`config.mk`:
```
export PLATFORM = sky130hd
export DESIGN_NAME = sr_block_arbiter
export DESIGN_NICKNAME = d
export VERILOG_FILES = /design/src/rtl/sr_block_arbiter.sv
export SDC_FILE = /design/constraint.sdc
export NUM_CORES = 1
export LEC_CHECK = 0
export BUFFER_PORTS_ARGS = -buffer_cell sky130_fd_sc_hd__buf_2
export CAP_MARGIN = 20
export CELL_PAD_IN_SITES_DETAIL_PLACEMENT = 0
export CELL_PAD_IN_SITES_GLOBAL_PLACEMENT = 1
export CORE_AREA = 8 8 178 180
export CTS_CLUSTER_SIZE = 20
export DETAILED_ROUTE_END_ITERATION = 16
export DIE_AREA = 0 0 186 188
export GPL_TIMING_DRIVEN = 0
export PLACE_DENSITY_LB_ADDON = 0.1
export RECOVER_POWER = 25
export SLEW_MARGIN = 20
export SYNTH_ARGS = -nofsm -noshare
export SYNTH_HDL_FRONTEND = slang
export SYNTH_SLANG_ARGS = --single-unit
export TNS_END_PERCENT = 20
```
`constraint.sdc`:
```
create_clock -name clk -period 3.9 [get_ports clk]
set_input_delay 0.585 -clock clk [delete_from_list [all_inputs] [get_ports clk]]
set_output_delay 0.585 -clock clk [all_outputs]
set_load 0.1 [all_outputs]
```
`src/rtl/sr_block_arbiter.sv`:
```
// Block-granular round-robin arbiter in front of the sign-reduction engine.
// A requester is granted for a whole BLK_BEATS block. The source of each
// finished block is queued in a small tag FIFO, so engine results can be
// labelled with the requester that produced them.
//
// Handshakes: a beat transfers on a clock edge only when valid and ready are
// both high. Valid never depends on ready. req_ready_o[gnt] is eng_ready_i
// passed straight through. All other ready bits stay low.
module sr_block_arbiter #(
   parameter int NREQ      = 4,
   parameter int BLK_BEATS = 16,
   parameter int TAG_DEPTH = 4
) (
   input  logic              clk,
   input  logic              rst_n,
   input  logic [NREQ-1:0]   req_valid_i,
   input  logic [64*NREQ-1:0] req_data_i,
   output logic [NREQ-1:0]   req_ready_o,
   output logic [63:0]       eng_data_o,
   output logic              eng_valid_o,
   input  logic              eng_ready_i,
   input  logic [63:0]       eng_data_i,
   input  logic              eng_flag_i,
   input  logic              eng_d_valid_i,
   input  logic              eng_s_valid_i,
   output logic [63:0]       out_data_o,
   output logic              out_d_valid_o,
   output logic              out_flag_o,
   output logic              out_s_valid_o,
   output logic [1:0]        out_src_o,
   output logic              err_o
);

   localparam int AW = $clog2(TAG_DEPTH);

   typedef enum logic {IDLE = 1'b0, BURST = 1'b1} state_t;

   state_t        state;
   logic [1:0]    gnt;
   logic [1:0]    last_gnt;
   logic [3:0]    beat_cnt;

   logic [1:0]    tag_mem [TAG_DEPTH];
   logic [AW-1:0] wr_ptr;
   logic [AW-1:0] rd_ptr;
   logic [AW:0]   tag_cnt;
   logic [AW:0]   tag_cnt_next;
   logic [1:0]    tag_head;

   logic          fifo_full;
   logic          fifo_empty;
   logic          beat_hs;
   logic          last_beat;
   logic          push;
   logic          push_ok;
   logic          pop;
   logic          full_after;

   logic [1:0]    arb_base;
   logic [1:0]    arb_idx;
   logic [1:0]    cand;
   logic          arb_found;

   assign fifo_full  = (tag_cnt == (AW+1)'(TAG_DEPTH));
   assign fifo_empty = (tag_cnt == '0);
   assign tag_head   = tag_mem[rd_ptr];

   assign beat_hs    = eng_valid_o & eng_ready_i;
   assign last_beat  = beat_hs && (beat_cnt == 4'(BLK_BEATS - 1));
   assign push       = last_beat;
   // A push into a full FIFO is accepted only if a pop frees a slot in the same cycle
   assign push_ok    = push & (~fifo_full | pop);
   assign pop        = eng_s_valid_i & ~fifo_empty;
   assign full_after = (tag_cnt_next == (AW+1)'(TAG_DEPTH));

   // On the last beat the block owner becomes last_gnt, so the search starts after gnt
   assign arb_base   = (state == BURST) ? gnt : last_gnt;

   // Round-robin search from arb_base+1, ending at arb_base itself
   always_comb begin
      arb_found = 1'b0;
      arb_idx   = '0;
      cand      = '0;
      for (int i = 1; i <= NREQ; i++) begin
         cand = 2'((int'(arb_base) + i) % NREQ);
         if (!arb_found && req_valid_i[cand]) begin
            arb_found = 1'b1;
            arb_idx   = cand;
         end
      end
   end

   // Next FIFO occupancy; a simultaneous push and pop leaves it unchanged
   always_comb begin
      tag_cnt_next = tag_cnt;
      case ({push_ok, pop})
         2'b10:   tag_cnt_next = tag_cnt + 1'b1;
         2'b01:   tag_cnt_next = tag_cnt - 1'b1;
         default: tag_cnt_next = tag_cnt;
      endcase
   end

   // Steer the granted requester to the engine; everything is quiet while IDLE
   always_comb begin
      eng_data_o  = '0;
      eng_valid_o = 1'b0;
      req_ready_o = '0;
      if (state == BURST) begin
         for (int k = 0; k < NREQ; k++) begin
            if (gnt == 2'(k)) begin
               eng_data_o     = req_data_i[64*k +: 64];
               eng_valid_o    = req_valid_i[k];
               req_ready_o[k] = eng_ready_i;
            end
         end
      end
   end

   // Grant FSM: hold the grant for a full block and re-arbitrate only at the block end
   always_ff @(posedge clk or negedge rst_n) begin
      if (!rst_n) begin
         state    <= IDLE;
         gnt      <= '0;
         last_gnt <= 2'(NREQ - 1);
         beat_cnt <= '0;
      end else begin
         case (state)
            IDLE: begin
               if (arb_found && !fifo_full) begin
                  gnt   <= arb_idx;
                  state <= BURST;
               end
            end
            BURST: begin
               if (beat_hs) begin
                  if (last_beat) begin
                     beat_cnt <= '0;
                     last_gnt <= gnt;
                     if (!full_after && arb_found) begin
                        gnt <= arb_idx;
                     end else begin
                        state <= IDLE;
                     end
                  end else begin
                     beat_cnt <= beat_cnt + 4'd1;
                  end
               end
            end
            default: state <= IDLE;
         endcase
      end
   end

   // Tag storage is data only; validity is tracked by the pointers and count
   always_ff @(posedge clk) begin
      if (push_ok) begin
         tag_mem[wr_ptr] <= gnt;
      end
   end

   // Tag FIFO pointers, occupancy and the sticky protocol error
   always_ff @(posedge clk or negedge rst_n) begin
      if (!rst_n) begin
         wr_ptr  <= '0;
         rd_ptr  <= '0;
         tag_cnt <= '0;
         err_o   <= 1'b0;
      end else begin
         if (push_ok) begin
            wr_ptr <= wr_ptr + 1'b1;
         end
         if (pop) begin
            rd_ptr <= rd_ptr + 1'b1;
         end
         tag_cnt <= tag_cnt_next;
         if ((eng_s_valid_i & fifo_empty) | (push & fifo_full & ~pop)) begin
            err_o <= 1'b1;
         end
      end
   end

   // One register stage on the engine results, tagged with the FIFO head
   always_ff @(posedge clk or negedge rst_n) begin
      if (!rst_n) begin
         out_data_o    <= '0;
         out_d_valid_o <= 1'b0;
         out_flag_o    <= 1'b0;
         out_s_valid_o <= 1'b0;
         out_src_o     <= '0;
      end else begin
         out_d_valid_o <= eng_d_valid_i;
         out_s_valid_o <= eng_s_valid_i;
         if (eng_d_valid_i) begin
            out_data_o <= eng_data_i;
         end
         if (eng_s_valid_i) begin
            out_flag_o <= eng_flag_i;
         end
         if ((eng_d_valid_i | eng_s_valid_i) & ~fifo_empty) begin
            out_src_o <= tag_head;
         end
      end
   end

endmodule

```
Yosys cells after proc, flatten, opt, wreduce, memory -nomap -nowiden
Memories as Yosys holds them, arrays and structs flattened. A register that Yosys moved wholly into a read port is not among the register bits.
Cells that the tools add are included.
{"block": "totals", "wordCells": 115, "out_inout_bits": 139, "ramBits": 8, "n_memories": 1, "ff_bits": 84, "inputBits": 330}
{"name": "tag_mem", "depth": 4, "width": 2, "rd": 1, "rd_ports_with_merged_regs": 1, "wr": 1, "line": "43", "text": "logic [1:0] tag_mem [TAG_DEPTH];"}
{"block": "op_classes", "addsub": 9, "n_reduce_logical": 17, "order_cmp": 4, "bitwise_logic": 14, "n_eq_ne": 12, "muxes": 46}
{"op": "two-way mux 64 bit", "count": 5}
{"op": "two-way mux 1 bit", "count": 23}
{"op": "two-way mux 2 bit", "count": 9}
{"op": "less-than comparator 2 x 3 -> 1 bit, second input constant", "count": 4}
{"op": "adder 2 x 1 -> 2 bit, second input constant", "count": 4}
{"op": "binary-select mux 1 bit (select 2 bit)", "count": 4}
{"op": "two-way mux 4 bit", "count": 2}
{"op": "AND 1 bit", "count": 7}
{"op": "== test 2 bit, second input constant", "count": 3}
{"op": "== test 3 bit, second input constant", "count": 2}
{"op": "logical AND 1 bit", "count": 6}
{"op": "zero test 1 bit", "count": 6}
{"op": "!= test 2 x 1 -> 1 bit, second input constant", "count": 3}
{"op": "case mux 3 bit (2 select lines)", "count": 1}
{"op": "adder 2 bit, second input constant", "count": 2}
{"op": "adder 4 x 1 -> 4 bit, second input constant", "count": 1}
{"op": "== test 2 x 1 -> 1 bit, second input constant", "count": 2}
{"op": "== test 4 bit, second input constant", "count": 1}
{"op": "NOT 1 bit", "count": 4}
{"op": "case mux 2 bit (2 select lines)", "count": 1}
{"op": "AND reduction 4 bit", "count": 1}
{"op": "adder 3 x 1 -> 3 bit, second input constant", "count": 1}
{"op": "zero test 3 bit", "count": 1}
{"op": "bitwise OR 1 bit", "count": 3}
{"op": "6 further kinds", "count": 6}

Logic depth before layout (Yosys ltp)
Gate-level depths: netlist (run 1).
{"block": "logic_depth", "depth_word": 19, "depth_mapped": 14, "ltp_nobuf": 13}

Least setup slack after synthesis (run 1)
Ideal clock, no wire load.
{"block": "synth_path", "path_type": "reg-to-output", "start": "register gnt[1]", "end": "output eng_valid_o", "slack_ps": -175, "t_arrival_ps": 3490, "required_ps": 3315, "path_stages_with_launch": 6, "path_buffers": 3, "path_cell_list": "dfrtp_1 buf_6 clkbuf_1 clkbuf_1 nor2b_1 a211oi_1"}
{"block": "synth_via", "elab_chain_cells": 6, "word_cells_on_any_way": 9, "classes_between": "3 x eq/ne; 5 x mux; 1 x reduce/logical"}
{"item": "from (decl)", "line": "39", "text": "logic [1:0] gnt;"}
{"item": "from (signal assigned)", "line": "130", "text": "gnt <= arb_idx;"}
{"item": "from (signal assigned)", "line": "140", "text": "gnt <= arb_idx;"}
{"item": "zero test 2 bit", "line": "110", "text": "if (gnt == 2'(k)) begin"}
{"item": "two-way mux 1 bit (3 in a row)", "line": "110"}
{"item": "two-way mux 1 bit *", "line": "110"}
{"item": "two-way mux 1 bit *", "line": "108", "text": "if (state == BURST) begin"}
{"item": "to (decl)", "line": "20", "text": "output logic eng_valid_o,"}
Every way passes the cells marked *; elsewhere a longest branch is shown, timed or not.

Worst setup path in the final report (run 1)
{"block": "layout_path", "start": "register gnt[1]", "end": "output eng_data_o[2]"}
{"block": "layout_via", "elab_chain_cells": 6, "word_cells_on_any_way": 9, "classes_between": "3 x eq/ne; 5 x mux; 1 x reduce/logical"}
{"item": "zero test 2 bit", "line": "110"}
{"item": "two-way mux 64 bit (3 in a row)", "line": "110"}
{"item": "two-way mux 64 bit *", "line": "110"}
{"item": "two-way mux 64 bit *", "line": "108"}
{"item": "to (decl)", "line": "19", "text": "output logic [63:0] eng_data_o,"}
Marked as above.

==> run_summary.xml, run 1 <==
<?xml version="1.0" encoding="UTF-8"?>
<metrics>
  <group name="floorplanning">
    <metric name="die_height" unit="um">188</metric>
    <metric name="core_region_area" unit="sq um">29010</metric>
    <metric name="fp.dieW" unit="um">186</metric>
    <metric name="starting_utilization_of_the_core_area" unit="%">19.99</metric>
    <metric name="die_area" unit="sq um">34970</metric>
    <metric name="top_level_ports" unit="">469</metric>
    <metric name="num_rows" unit="">63</metric>
  </group>
  <group name="setup_path">
    <metric name="crit_chain" unit="">buf_6, clkbuf_1, clkbuf_1, mux4_2, and2_1, buf_2</metric>
    <metric name="r2r-end" unit="">gnt[1]$_DFFE_PN0P_</metric>
    <metric name="worstReg2RegStart" unit="">gnt[0]$_DFFE_PN0P_</metric>
    <metric name="end_kind" unit="">output pin</metric>
    <metric name="crit_required" unit="ns">3.31</metric>
    <metric name="rr_worst_depth" unit="">14</metric>
    <metric name="worstSetupPathType" unit="">reg2out</metric>
    <metric name="ff2ff_setup_slack" unit="ns">0.31</metric>
    <metric name="worstSetupEndpoint" unit="">eng_data_o[2]</metric>
    <metric name="cp_common_cell" unit="">sky130_fd_sc_hd__clkbuf_1</metric>
    <metric name="critPathLaunchType" unit="">register</metric>
    <metric name="crit_path_top_delay_cell" unit="">sky130_fd_sc_hd__clkbuf_1</metric>
    <metric name="path_max_fanout" unit="">10</metric>
    <metric name="largest_stage_delay_on_the_critical_path" unit="ns">0.61</metric>
    <metric name="worst_ep_arrival_time" unit="ns">3.07</metric>
    <metric name="worst_setup_path_startpoint" unit="">gnt[1]$_DFFE_PN0P_</metric>
  </group>
  <group name="job">
    <metric name="cap_viol_max_count" unit="">2</metric>
  </group>
  <group name="cells_and_area">
    <metric name="finalInstanceArea" unit="sq um">9017</metric>
    <metric name="finalCoreUtilization" unit="%">31.09</metric>
    <metric name="final_nets" unit="">1229</metric>
    <metric name="area_occupied_by_multi_input_gates" unit="sq um">3267</metric>
    <metric name="fillers" unit="">3112</metric>
    <metric name="post_route_cells_drive_above_1_share" unit="%">71.24</metric>
    <metric name="seq_area" unit="sq um">2395</metric>
    <metric name="area_growth" unit="%">55.52</metric>
  </group>
  <group name="synthesis">
    <metric name="ys.warnings.count" unit="">0</metric>
    <metric name="yosysSeqAreaShare" unit="%">41.30</metric>
    <metric name="synth_ff_type" unit="">sky130_fd_sc_hd__dfrtp_1</metric>
    <metric name="post_synth_main_area_contributors" unit="">sky130_fd_sc_hd__dfrtp_1 (36%), sky130_fd_sc_hd__mux4_2 (26%), sky130_fd_sc_hd__mux2_2 (14%), sky130_fd_sc_hd__and2_1 (7.3%), sky130_fd_sc_hd__edfxtp_1 (4.1%)</metric>
    <metric name="postSynth.asyncResetShare" unit="%">91.49</metric>
    <metric name="syn_area_per_cell" unit="sq um">14.18</metric>
    <metric name="dominant_cell_by_count_in_the_synthesized_netlist" unit="">sky130_fd_sc_hd__dfrtp_1</metric>
    <metric name="yosys-top-cells-count" unit="">sky130_fd_sc_hd__dfrtp_1 (84), sky130_fd_sc_hd__mux2_2 (70), sky130_fd_sc_hd__and2_1 (68)</metric>
    <metric name="synth.net_count" unit="">746</metric>
    <metric name="synth_cells" unit="">409</metric>
    <metric name="ys_seq_elements" unit="">94</metric>
    <metric name="synthDominantCellAreaShare" unit="%">36.25</metric>
    <metric name="yosys.area.top_type" unit="">sky130_fd_sc_hd__dfrtp_1</metric>
    <metric name="synth_area" unit="sq um">5798</metric>
    <metric name="synthDistinctLibCells" unit="">41</metric>
    <metric name="synth_enable_flop_cells" unit="">8</metric>
  </group>
  <group name="clock_network">
    <metric name="cts.path.max_buffers" unit="">2</metric>
    <metric name="clock-root-buffer" unit="">sky130_fd_sc_hd__clkbuf_16</metric>
    <metric name="cts_inserted_buffers" unit="">9</metric>
    <metric name="tritoncts" unit="">done</metric>
    <metric name="clk_pin_slew_worst_paths" unit="ns">0.07</metric>
    <metric name="htree_num_levels" unit="">3</metric>
    <metric name="cts.sinks" unit="">94</metric>
    <metric name="clk_latency" unit="ns">0.34</metric>
  </group>
  <group name="grt">
    <metric name="first_global_vias" unit="">5973</metric>
    <metric name="grt_max_degree" unit="">58</metric>
    <metric name="first_pass_grt_wire_length" unit="um">41150</metric>
    <metric name="overflow" unit="">0</metric>
    <metric name="antenna_found_initial" unit="">7</metric>
    <metric name="gr-usage-all-layers" unit="%">15.90</metric>
  </group>
  <group name="drt">
    <metric name="via_count" unit="">5483</metric>
    <metric name="ant_nets" unit="">0</metric>
    <metric name="finalWirelength" unit="um">29040</metric>
    <metric name="detailedRoute.firstIterationViolations" unit="">150</metric>
    <metric name="post_drt_wl_per_cell" unit="um">22.43</metric>
    <metric name="post_drt_via_cell_ratio" unit="">4.234</metric>
    <metric name="pre_antenna_drt_iters" unit="">4</metric>
    <metric name="detail_route.drc_violations" unit="">0</metric>
  </group>
  <group name="power_and_ir_drop">
    <metric name="cellPowerDensity" unit="nW/um^2">922.7</metric>
    <metric name="leakage_component_of_the_power" unit="nW">4.259</metric>
    <metric name="fin_total_pwr" unit="W">0.008320</metric>
    <metric name="worst_ir_drop_vdd" unit="uV">342.8</metric>
  </group>
  <group name="timing">
    <metric name="hold_viol" unit="">0</metric>
    <metric name="timing.final.crit_share" unit="%">93.70</metric>
    <metric name="worst_pin_slew" unit="ns">1.669</metric>
    <metric name="slew_viol_final" unit="">31</metric>
    <metric name="final_setup_violation_count" unit="">0</metric>
    <metric name="clock.fmax" unit="MHz">273.7</metric>
    <metric name="finClkSkew" unit="ns">0.008612</metric>
    <metric name="setup_repair_after_global_routing_missed_its_margin" unit="">yes</metric>
    <metric name="setup_total_negative_slack" unit="ns">0</metric>
    <metric name="final.min_clock_period" unit="ns">3.654</metric>
    <metric name="maxSlewHeadroom" unit="%">-11.26</metric>
  </group>
  <group name="run_status">
    <metric name="failed_checks" unit="">max-capacitance violations, max-slew violations</metric>
    <metric name="run_status" unit="">finished, violations left</metric>
  </group>
  <group name="placed_design">
    <metric name="buffer_ports.inserted" unit="">468</metric>
    <metric name="hpwl" unit="um">25220</metric>
    <metric name="gpl.final_weighted_congestion" unit="">0.8508</metric>
    <metric name="post_dp_cell_area" unit="sq um">8667</metric>
  </group>
  <group name="hold_path">
    <metric name="hp-class" unit="">in2reg</metric>
  </group>
</metrics>
==> final cells by class <==
| cell class | count | area share, % |
|---|---|---|
| Antenna cell | 8 | 0.2220 |
| Timing Repair Buffer | 472 | 26.24 |
| Multi-Input combinational cell | 274 | 36.23 |
| Buffer | 31 | 1.512 |
| Tap cell | 390 | 5.411 |
| Sequential cell | 94 | 26.56 |
| Clock inverter | 5 | 0.7215 |
| Clock buffer | 11 | 2.692 |
| Inverter | 10 | 0.4163 |
==> worst max-delay path: cells and delay by family (launching register included) <==
family        cells  cell delay [ns]
buf+inv           4             1.80
flops             1             0.45
mux               1             0.34
simple gates      1             0.13
==> metal layers <==
metal / vias to the layer above / routed length [um] / track usage [%]
li1: 2521 / - / -
met1: 2706 / 10690 / 17.71
met2: 236 / 15210 / 28.52
met3: 20 / 2553 / 4.645
met4: 0 / 593 / 4.948
met5: - / 0 / 0
==> logic make-up (layout without fill, tap and decap cells) <==
| kind of cell | Yosys count | in the layout | synth area share, % |
|---|---|---|---|
| xor+xnor | 6 | 6 | 0.9063 |
| simple gates | 97 | 97 | 9.906 |
| other cells | 0 | 8 | 0 |
| buf+inv | 41 | 529 | 2.957 |
| fa+ha+maj | 7 | 7 | 1.640 |
| mux | 143 | 143 | 40.53 |
| compound gates | 21 | 21 | 2.762 |
| flops | 94 | 94 | 41.30 |
==> worst min-delay path by stage <==
stage	depth (start not counted)	start	slack, ns	to
6_report	1	eng_d_valid_i	0.42	out_d_valid_o$_DFF_PN0_
5_1_grt	1	eng_d_valid_i	0.41	out_d_valid_o$_DFF_PN0_
4_1_cts	1	rst_n	0.11	out_data_o[11]$_DFFE_PN0P_
3_5_place_dp	2	last_gnt[1]$_DFFE_PN1P_	0.46	last_gnt[1]$_DFFE_PN1P_
3_3_place_gp	2	last_gnt[1]$_DFFE_PN1P_	0.45	last_gnt[1]$_DFFE_PN1P_
2_1_floorplan	0	rst_n	0.29	beat_cnt[0]$_DFFE_PN0P_
==> metrics by stage <==
step	setup slack, ns	hold slack, ns	std cells
2_1_floorplan	0.3951	0.2894	409
3_3_place_gp	-0.1639	0.4503	1267
3_5_place_dp	-0.1855	0.4552	1268
4_1_cts	0.05612	0.1062	1284
5_1_grt	-0.006890	0.4104	1293
6_report	0.2457	0.4165	1295
==> report_power, final <==
| part | internal, W | switching [W] |
|---|---|---|
| logic | 0.00149 | 0.00463 |
| clock network | 0.000522 | 0.000396 |
| registers | 0.00116 | 0.000129 |
| total | 0.00317 | 0.00515 |
==> sequential cells by signal (all words and copies together), names as in the netlist <==
name	count
tag_cnt	3
rd_ptr	2
tag_mem	8
out_data_o	64
beat_cnt	4
gnt	2
out_flag_o	1
state	1
wr_ptr	2
out_s_valid_o	1
last_gnt	2
out_d_valid_o	1
out_src_o	2
err_o	1
==> cell usage in the layout, fill, tap and decap left out, types with 2 or more instances in the layout <==
| cell type | netlist | layout |
|---|---|---|
| sky130_fd_sc_hd__clkbuf_16 | 0 | 9 |
| sky130_fd_sc_hd__ha_1 | 6 | 6 |
| sky130_fd_sc_hd__buf_4 | 0 | 3 |
| sky130_fd_sc_hd__clkinv_4 | 0 | 2 |
| sky130_fd_sc_hd__nand2_1 | 10 | 10 |
| sky130_fd_sc_hd__inv_1 | 10 | 10 |
| sky130_fd_sc_hd__nor2_1 | 10 | 9 |
| sky130_fd_sc_hd__xnor2_1 | 4 | 4 |
| sky130_fd_sc_hd__buf_2 | 8 | 472 |
| sky130_fd_sc_hd__a21oi_1 | 2 | 2 |
| sky130_fd_sc_hd__dfstp_2 | 2 | 2 |
| sky130_fd_sc_hd__mux4_2 | 66 | 66 |
| sky130_fd_sc_hd__edfxtp_1 | 8 | 8 |
| sky130_fd_sc_hd__and2_1 | 68 | 68 |
| sky130_fd_sc_hd__clkbuf_1 | 21 | 25 |
| sky130_fd_sc_hd__o32ai_1 | 2 | 2 |
| sky130_fd_sc_hd__dfrtp_1 | 84 | 84 |
| sky130_fd_sc_hd__a31oi_1 | 2 | 2 |
| sky130_fd_sc_hd__diode_2 | 0 | 8 |
| sky130_fd_sc_hd__xor2_1 | 2 | 2 |
| sky130_fd_sc_hd__inv_6 | 0 | 2 |
| sky130_fd_sc_hd__mux2_2 | 70 | 70 |
| sky130_fd_sc_hd__o21ai_0 | 5 | 5 |
| sky130_fd_sc_hd__mux2i_1 | 6 | 4 |
==> what timing repair did <==
action | 4_1_cts | 5_1_grt
resized for setup | 4 | 4
buffers inserted | 0 | 3
hold buffers | 0 | 0
endpoints found under the hold margin | 0 | 0
setup endpoints to repair | 2 | 3
pin swaps | 0 | 1
Note: power is estimated with default switching activity, not from simulation.
==> inputs of run 2 (changes only) <==
==> constraint.sdc (replaced) <==
create_clock -name clk -period 3.9 [get_ports clk]
set_input_delay 0.195 -clock clk [delete_from_list [all_inputs] [get_ports clk]]
set_output_delay 0.195 -clock clk [all_outputs]
set_load 0.1 [all_outputs]
==> run_summary.xml, run 2 (synthesized netlist as in run 1, its figures left out) <==
<?xml version="1.0" encoding="UTF-8"?>
<metrics>
  <group name="cells_and_area">
    <metric name="layout_commonest_cell" unit="">sky130_fd_sc_hd__buf_2</metric>
    <metric name="area_occupied_by_multi_input_gates" unit="sq um">3271</metric>
    <metric name="most-common-layout-cells" unit="">sky130_fd_sc_hd__buf_2 (473), sky130_fd_sc_hd__dfrtp_1 (84), sky130_fd_sc_hd__mux2_2 (70), sky130_fd_sc_hd__and2_1 (68), sky130_fd_sc_hd__mux4_2 (66)</metric>
    <metric name="fillers" unit="">3124</metric>
    <metric name="post_route_cells_drive_above_1_share" unit="%">71.08</metric>
    <metric name="largestRegisters" unit="">out_data_o: 64 flops, tag_mem: 8 flops, beat_cnt: 4 flops</metric>
    <metric name="seq_area" unit="sq um">2395</metric>
    <metric name="largest_reg_flops" unit="">64</metric>
    <metric name="final_nets" unit="">1231</metric>
    <metric name="top_register" unit="">out_data_o</metric>
    <metric name="area_growth" unit="%">55.98</metric>
  </group>
  <group name="grt">
    <metric name="grt_max_degree" unit="">71</metric>
    <metric name="first_global_vias" unit="">5925</metric>
    <metric name="overflow" unit="">0</metric>
    <metric name="antenna_found_initial" unit="">6</metric>
    <metric name="first_pass_grt_wire_length" unit="um">40140</metric>
    <metric name="gr-usage-all-layers" unit="%">15.48</metric>
  </group>
  <group name="hold_path">
    <metric name="hp-class" unit="">in2reg</metric>
  </group>
  <group name="timing">
    <metric name="maxSlewHeadroom" unit="%">-23.57</metric>
    <metric name="finClkSkew" unit="ns">0.007418</metric>
    <metric name="final.min_clock_period" unit="ns">3.591</metric>
    <metric name="setup_repair_after_global_routing_missed_its_margin" unit="">no</metric>
    <metric name="final_setup_violation_count" unit="">0</metric>
    <metric name="timing.final.crit_share" unit="%">92.07</metric>
    <metric name="worst_pin_slew" unit="ns">1.854</metric>
    <metric name="slew_viol_final" unit="">71</metric>
    <metric name="clock.fmax" unit="MHz">278.5</metric>
    <metric name="timing.hold.ws" unit="ns">0.07655</metric>
    <metric name="hold_viol" unit="">0</metric>
  </group>
  <group name="placed_design">
    <metric name="hpwl" unit="um">24400</metric>
    <metric name="buffer_ports.inserted" unit="">468</metric>
    <metric name="gpl.final_weighted_congestion" unit="">0.8348</metric>
  </group>
  <group name="drt">
    <metric name="via_count" unit="">5465</metric>
    <metric name="ant_nets" unit="">0</metric>
    <metric name="post_drt_wl_per_cell" unit="um">21.91</metric>
    <metric name="detailedRoute.firstIterationViolations" unit="">189</metric>
    <metric name="pre_antenna_drt_iters" unit="">6</metric>
    <metric name="post_drt_via_cell_ratio" unit="">4.227</metric>
    <metric name="finalWirelength" unit="um">28330</metric>
    <metric name="detail_route.drc_violations" unit="">0</metric>
  </group>
  <group name="power_and_ir_drop">
    <metric name="worst_ir_drop_vdd" unit="uV">319.7</metric>
    <metric name="leakage_component_of_the_power" unit="nW">4.278</metric>
    <metric name="share_clk_of_total_power" unit="%">11.5</metric>
    <metric name="cellPowerDensity" unit="nW/um^2">925.2</metric>
    <metric name="net-switching-power" unit="W">0.005146</metric>
    <metric name="switching_share" unit="%">61.49</metric>
    <metric name="fin_total_pwr" unit="W">0.008367</metric>
    <metric name="share_seq_of_total_power" unit="%">15.3</metric>
    <metric name="power.combinational.fraction" unit="%">73.2</metric>
    <metric name="cellInternalPower" unit="W">0.003222</metric>
  </group>
  <group name="setup_path">
    <metric name="path_max_fanout" unit="">7</metric>
    <metric name="largest_stage_delay_on_the_critical_path" unit="ns">0.44</metric>
    <metric name="worst_ep_arrival_time" unit="ns">3.82</metric>
    <metric name="cp_common_cell" unit="">sky130_fd_sc_hd__inv_1</metric>
    <metric name="critPathLaunchType" unit="">register</metric>
    <metric name="end_kind" unit="">register</metric>
    <metric name="crit_required" unit="ns">4.13</metric>
    <metric name="crit_path_top_delay_cell" unit="">sky130_fd_sc_hd__a2111oi_2</metric>
    <metric name="worstSetupPathType" unit="">reg2reg</metric>
    <metric name="crit_chain" unit="">buf_2, mux2i_4, o22ai_4, nand4_4, nor2_4, inv_1, ha_1, inv_1, fa_1, xor2_1, or3_1, a2111oi_2, a2111o_1, mux2_4</metric>
  </group>
  <group name="floorplanning">
    <metric name="die_height" unit="um">188</metric>
    <metric name="starting_utilization_of_the_core_area" unit="%">19.99</metric>
    <metric name="core_region_area" unit="sq um">29010</metric>
    <metric name="die_area" unit="sq um">34970</metric>
    <metric name="num_rows" unit="">63</metric>
    <metric name="fp.dieW" unit="um">186</metric>
    <metric name="top_level_ports" unit="">469</metric>
  </group>
  <group name="clock_network">
    <metric name="cts_inserted_buffers" unit="">9</metric>
    <metric name="cts.sinks" unit="">94</metric>
    <metric name="tritoncts" unit="">done</metric>
    <metric name="clk_pin_slew_worst_paths" unit="ns">0.07</metric>
    <metric name="clk_latency" unit="ns">0.34</metric>
    <metric name="htree_num_levels" unit="">3</metric>
    <metric name="clock-root-buffer" unit="">sky130_fd_sc_hd__clkbuf_16</metric>
    <metric name="cts.path.max_buffers" unit="">2</metric>
  </group>
  <group name="run_status">
    <metric name="run_status" unit="">finished, violations left</metric>
    <metric name="failed_checks" unit="">max-capacitance violations, max-slew violations</metric>
  </group>
  <group name="job">
    <metric name="cap_viol_max_count" unit="">1</metric>
  </group>
</metrics>
[run 2: cell types whose count changed in the layout (fill, tap and decap cells not counted), sizes merged]
cell	delta
clkinv	+1
inv	-1
diode	-4
clkbuf	-2
dlygate4sd3	+2
bufinv	+1
buf	+1
[run 2: layer usage]
layer	track usage, %	up-vias	routed length [um]
met1	17.52	2666	10660
met2	27.40	252	14730
met4	4.032	4	478
met3	5.071	27	2430
li1	-	2516	-
met5	0	-	26
[run 2: worst paths after layout]
kind	start	slack, ns	depth (start not counted)	endpoint
max	gnt[0]$_DFFE_PN0P_	0.31	14	gnt[1]$_DFFE_PN0P_
min	eng_data_i[3]	0.08	2	out_data_o[3]$_DFFE_PN0P_
max reg2reg	gnt[0]$_DFFE_PN0P_	0.31	14	gnt[1]$_DFFE_PN0P_
min reg2reg	last_gnt[1]$_DFFE_PN1P_	0.46	2	last_gnt[1]$_DFFE_PN1P_
max in group asynchronous	rst_n	1.03	3	out_src_o[1]$_DFFE_PN0P_
min in group asynchronous	rst_n	0.52	2	out_data_o[47]$_DFFE_PN0P_
[run 2: layout make-up]
type	instances	area share [%]
inverter	10	0.4151
buffer	31	1.480
multi-input combinational	274	36.16
sequential	94	26.48
timing repair buffer	474	26.38
clock inverter	6	0.9270
clock buffer	10	2.643
antenna	4	0.1107
tap	390	5.396
[run 2: what timing repair did]
action                                 CTS  global route
buffers inserted                         0             3
setup endpoints to repair                2             2
endpoints found under the hold margin   17             0
pin swaps                                0             1
hold buffers                             2             0
resized for setup                        3             5
[run 2: stage by stage]
step / utilization (%) / cells / area (sq um) / setup slack, ns / setup TNS [ns]
after floorplan: - / 409 / 5798 / 0.2149 / 0
after global placement: 29.74 / 1267 / 8628 / -0.2826 / -0.4231
after detailed placement: 29.86 / 1268 / 8662 / -0.2333 / -0.3210
after CTS: 31.07 / 1286 / 9014 / 0.07779 / 0
after global routing: 31.17 / 1292 / 9041 / 0.001761 / 0
final: 31.18 / 1293 / 9044 / 0.3093 / 0
[run 2: critical path, delay by kind of cell (launching register included)]
| family | cells | cell delay, ns |
|---|---|---|
| AOI/OAI and AO/OA | 3 | 0.79 |
| muxes | 2 | 0.62 |
| and+or+nand+nor | 3 | 0.57 |
| adders and majority gates | 2 | 0.54 |
| DFF | 1 | 0.41 |
| buffers and inverters | 3 | 0.38 |
| xor gates and xnor gates | 1 | 0.15 |
[run 2: power by group through the flow]
stage          registers [W]  logic (W)  clock network [W]
5_1_grt              0.00131    0.00638            0.00104
6_report             0.00128    0.00612           0.000962
3_3_place_gp         0.00131    0.00616                  0
4_1_cts              0.00129    0.00616            0.00101
3_5_place_dp         0.00130    0.00614                  0
2_1_floorplan        0.00187    0.00446                  0
==> inputs of run 3 (changes only) <==
--- a/config.mk
+++ b/config.mk
@@ -5,6 +5,7 @@
 export SDC_FILE = /design/constraint.sdc
 export NUM_CORES = 1
 export LEC_CHECK = 0
+export ABC_CLOCK_PERIOD_IN_PS = 2880
 export BUFFER_PORTS_ARGS = -buffer_cell sky130_fd_sc_hd__buf_2
 export CAP_MARGIN = 20
 export CELL_PAD_IN_SITES_DETAIL_PLACEMENT = 0
==> constraint.sdc (replaced) <==
create_clock -name clk -period 2.88 [get_ports clk]
set_input_delay 0.144 -clock clk [delete_from_list [all_inputs] [get_ports clk]]
set_output_delay 0.144 -clock clk [all_outputs]
set_load 0.1 [all_outputs]
==> run_summary.xml, run 3 (synthesized netlist as in run 1, its figures left out) <==
<?xml version="1.0" encoding="UTF-8"?>
<metrics>
  <group name="setup_path">
    <metric name="worst_ep_arrival_time" unit="ns">3.25</metric>
    <metric name="timing.critical_path.max_delay_family" unit="">compound AO/OA/AOI/OAI gates</metric>
    <metric name="worst_setup_path_startpoint" unit="">gnt[0]$_DFFE_PN0P_</metric>
    <metric name="end_kind" unit="">register</metric>
    <metric name="path_max_fanout" unit="">4</metric>
    <metric name="critical_path.n_buffers_inverters" unit="">3</metric>
    <metric name="crit_path_top_delay_cell" unit="">sky130_fd_sc_hd__dfrtp_2</metric>
    <metric name="cp_common_cell" unit="">sky130_fd_sc_hd__inv_2</metric>
    <metric name="crit_chain" unit="">buf_8, mux2i_4, o22ai_4, nand4_4, nor2_4, inv_2, ha_4, inv_2, fa_2, xor2_2, or3_4, a2111oi_4, a2111o_1, mux2_4</metric>
    <metric name="critPathLaunchType" unit="">register</metric>
    <metric name="worstReg2RegStart" unit="">gnt[0]$_DFFE_PN0P_</metric>
    <metric name="crit_required" unit="ns">3.10</metric>
    <metric name="largest_stage_delay_on_the_critical_path" unit="ns">0.39</metric>
    <metric name="worstSetupPathType" unit="">reg2reg</metric>
  </group>
  <group name="job">
    <metric name="cap_viol_max_count" unit="">1</metric>
  </group>
  <group name="placed_design">
    <metric name="buffer_ports.inserted" unit="">468</metric>
    <metric name="gpl.final_weighted_congestion" unit="">0.8508</metric>
    <metric name="dp.cells" unit="">1268</metric>
    <metric name="hpwl" unit="um">25220</metric>
  </group>
  <group name="floorplanning">
    <metric name="top_level_ports" unit="">469</metric>
    <metric name="die_area" unit="sq um">34970</metric>
    <metric name="die_height" unit="um">188</metric>
    <metric name="starting_utilization_of_the_core_area" unit="%">19.99</metric>
    <metric name="core_region_area" unit="sq um">29010</metric>
    <metric name="fp.dieW" unit="um">186</metric>
    <metric name="num_rows" unit="">63</metric>
  </group>
  <group name="cells_and_area">
    <metric name="area_growth" unit="%">58.78</metric>
    <metric name="finalCoreUtilization" unit="%">31.74</metric>
    <metric name="finish.cell_count_without_fillers" unit="">1308</metric>
    <metric name="layout_commonest_cell" unit="">sky130_fd_sc_hd__buf_2</metric>
    <metric name="largestRegisters" unit="">out_data_o: 64 flops, tag_mem: 8 flops, beat_cnt: 4 flops</metric>
    <metric name="final_nets" unit="">1243</metric>
    <metric name="top_register" unit="">out_data_o</metric>
    <metric name="most-common-layout-cells" unit="">sky130_fd_sc_hd__buf_2 (470), sky130_fd_sc_hd__dfrtp_1 (82), sky130_fd_sc_hd__mux2_2 (70), sky130_fd_sc_hd__and2_1 (68), sky130_fd_sc_hd__mux4_2 (66)</metric>
    <metric name="post_route_cells_drive_above_1_share" unit="%">73.00</metric>
    <metric name="largest_reg_flops" unit="">64</metric>
  </group>
  <group name="timing">
    <metric name="maxSlewHeadroom" unit="%">-12.14</metric>
    <metric name="hold_viol" unit="">0</metric>
    <metric name="clock.fmax" unit="MHz">330.0</metric>
    <metric name="slew_viol_final" unit="">31</metric>
    <metric name="final_setup_violation_count" unit="">2</metric>
    <metric name="postLayoutSetupSlackWorst" unit="ns">-0.1505</metric>
    <metric name="worst_pin_slew" unit="ns">1.682</metric>
    <metric name="setup_repair_after_global_routing_missed_its_margin" unit="">yes</metric>
    <metric name="timing.final.crit_share" unit="%">105.2</metric>
    <metric name="finClkSkew" unit="ns">0.01000</metric>
    <metric name="final.min_clock_period" unit="ns">3.030</metric>
  </group>
  <group name="drt">
    <metric name="detail_route.drc_violations" unit="">0</metric>
    <metric name="ant_nets" unit="">0</metric>
    <metric name="finalWirelength" unit="um">29200</metric>
    <metric name="post_drt_wl_per_cell" unit="um">22.33</metric>
    <metric name="post_drt_via_cell_ratio" unit="">4.222</metric>
    <metric name="detailedRoute.firstIterationViolations" unit="">153</metric>
    <metric name="via_count" unit="">5523</metric>
    <metric name="pre_antenna_drt_iters" unit="">4</metric>
  </group>
  <group name="clock_network">
    <metric name="cts.sinks" unit="">94</metric>
    <metric name="clk_pin_slew_worst_paths" unit="ns">0.07</metric>
    <metric name="tritoncts" unit="">done</metric>
    <metric name="clock-root-buffer" unit="">sky130_fd_sc_hd__clkbuf_16</metric>
    <metric name="htree_num_levels" unit="">3</metric>
    <metric name="clk_latency" unit="ns">0.34</metric>
    <metric name="cts_inserted_buffers" unit="">9</metric>
    <metric name="cts.path.max_buffers" unit="">2</metric>
  </group>
  <group name="run_status">
    <metric name="failed_checks" unit="">max-capacitance violations, max-slew violations, negative setup slack</metric>
    <metric name="run_status" unit="">finished, violations left</metric>
  </group>
  <group name="grt">
    <metric name="antenna_found_initial" unit="">7</metric>
    <metric name="first_pass_grt_wire_length" unit="um">41430</metric>
    <metric name="grt_max_degree" unit="">58</metric>
    <metric name="gr-usage-all-layers" unit="%">16.00</metric>
    <metric name="overflow" unit="">0</metric>
    <metric name="first_global_vias" unit="">6041</metric>
  </group>
  <group name="power_and_ir_drop">
    <metric name="net-switching-power" unit="W">0.007031</metric>
    <metric name="leakage_component_of_the_power" unit="nW">4.350</metric>
    <metric name="switching_share" unit="%">61.38</metric>
    <metric name="fin_total_pwr" unit="W">0.01146</metric>
    <metric name="cellInternalPower" unit="W">0.004425</metric>
    <metric name="worst_ir_drop_vdd" unit="uV">464.2</metric>
    <metric name="share_seq_of_total_power" unit="%">15.2</metric>
    <metric name="cellPowerDensity" unit="nW/um^2">1244</metric>
    <metric name="power.combinational.fraction" unit="%">73.9</metric>
    <metric name="share_clk_of_total_power" unit="%">10.8</metric>
  </group>
  <group name="hold_path">
    <metric name="hp-class" unit="">in2reg</metric>
    <metric name="hp-start" unit="">eng_data_i[45]</metric>
  </group>
</metrics>
[run 3: final timing paths]
| check | to | slack (ns) | depth (start not counted) |
|---|---|---|---|
| min in group asynchronous | out_data_o[13]$_DFFE_PN0P_ | 0.78 | 2 |
| setup reg to reg | gnt[1]$_DFFE_PN0P_ | -0.15 | 14 |
| hold / removal | out_data_o[45]$_DFFE_PN0P_ | 0.03 | 2 |
| max in group asynchronous | gnt[1]$_DFFE_PN0P_ | 0.32 | 3 |
| hold reg to reg | last_gnt[1]$_DFFE_PN1P_ | 0.47 | 2 |
| setup / recovery | gnt[1]$_DFFE_PN0P_ | -0.15 | 14 |
[run 3: timing repair]
item,CTS,global route
endpoints found under the setup margin,32,22
hold endpoints to repair,31,0
pin swaps,5,0
gates resized for setup,24,9
buffers inserted,15,0
hold buffers,3,0
[run 3: power by group through the flow]
stage	Sequential (W)	Combinational [W]	Clock, W
2_1_floorplan	0.00253	0.00605	0
4_1_cts	0.00175	0.00855	0.00131
3_3_place_gp	0.00177	0.00832	0
3_5_place_dp	0.00177	0.00832	0
5_1_grt	0.00178	0.00887	0.00134
6_report	0.00174	0.00847	0.00124
[run 3: worst register-to-register path, cell delays in order (launching register included)]
cell and delay, ns:
sky130_fd_sc_hd__dfrtp_2 0.39, sky130_fd_sc_hd__buf_8 0.14, sky130_fd_sc_hd__mux2i_4 0.26, sky130_fd_sc_hd__o22ai_4 0.11, sky130_fd_sc_hd__nand4_4 0.10, sky130_fd_sc_hd__nor2_4 0.04
sky130_fd_sc_hd__inv_2 0.07, sky130_fd_sc_hd__ha_4 0.13, sky130_fd_sc_hd__inv_2 0.03, sky130_fd_sc_hd__fa_2 0.34, sky130_fd_sc_hd__xor2_2 0.16, sky130_fd_sc_hd__or3_4 0.35
sky130_fd_sc_hd__a2111oi_4 0.32, sky130_fd_sc_hd__a2111o_1 0.18, sky130_fd_sc_hd__mux2_4 0.30
[run 3: final cells by class]
class	count	area, sq um
antenna	7	17.52
buffer	30	148.9
clock buffer	11	242.7
clock inverter	5	65.06
fill	3087	19800
inverter	10	37.54
multi-input combinational	274	3319
sequential	94	2397
tap	390	488.0
timing repair buffer	487	2490
[run 3: metrics by stage]
| stage | TNS [ns] | setup slack (ns) | hold slack [ns] | instance area (sq um) |
|---|---|---|---|---|
| 2_1_floorplan | -1.356 | -0.6238 | -0.1516 | 5803 |
| 3_3_place_gp | -3.319 | -1.178 | 0.2969 | 8633 |
| 3_5_place_dp | -3.996 | -1.206 | 0.04727 | 8667 |
| 4_1_cts | -0.3764 | -0.2070 | 0.006824 | 9194 |
| 5_1_grt | -10.62 | -0.3106 | 0.01098 | 9204 |
| 6_report | -0.2693 | -0.1505 | 0.02501 | 9206 |
[run 3: per-layer routing]
metal / wire length (um) / part of all wire (%) / global-route usage [%]
met3: 2674 / 9.2 / 4.645
met5: 0 / 0 / 0
met4: 600 / 2.1 / 4.948
met1: 10670 / 37 / 17.94
met2: 15260 / 52 / 28.60
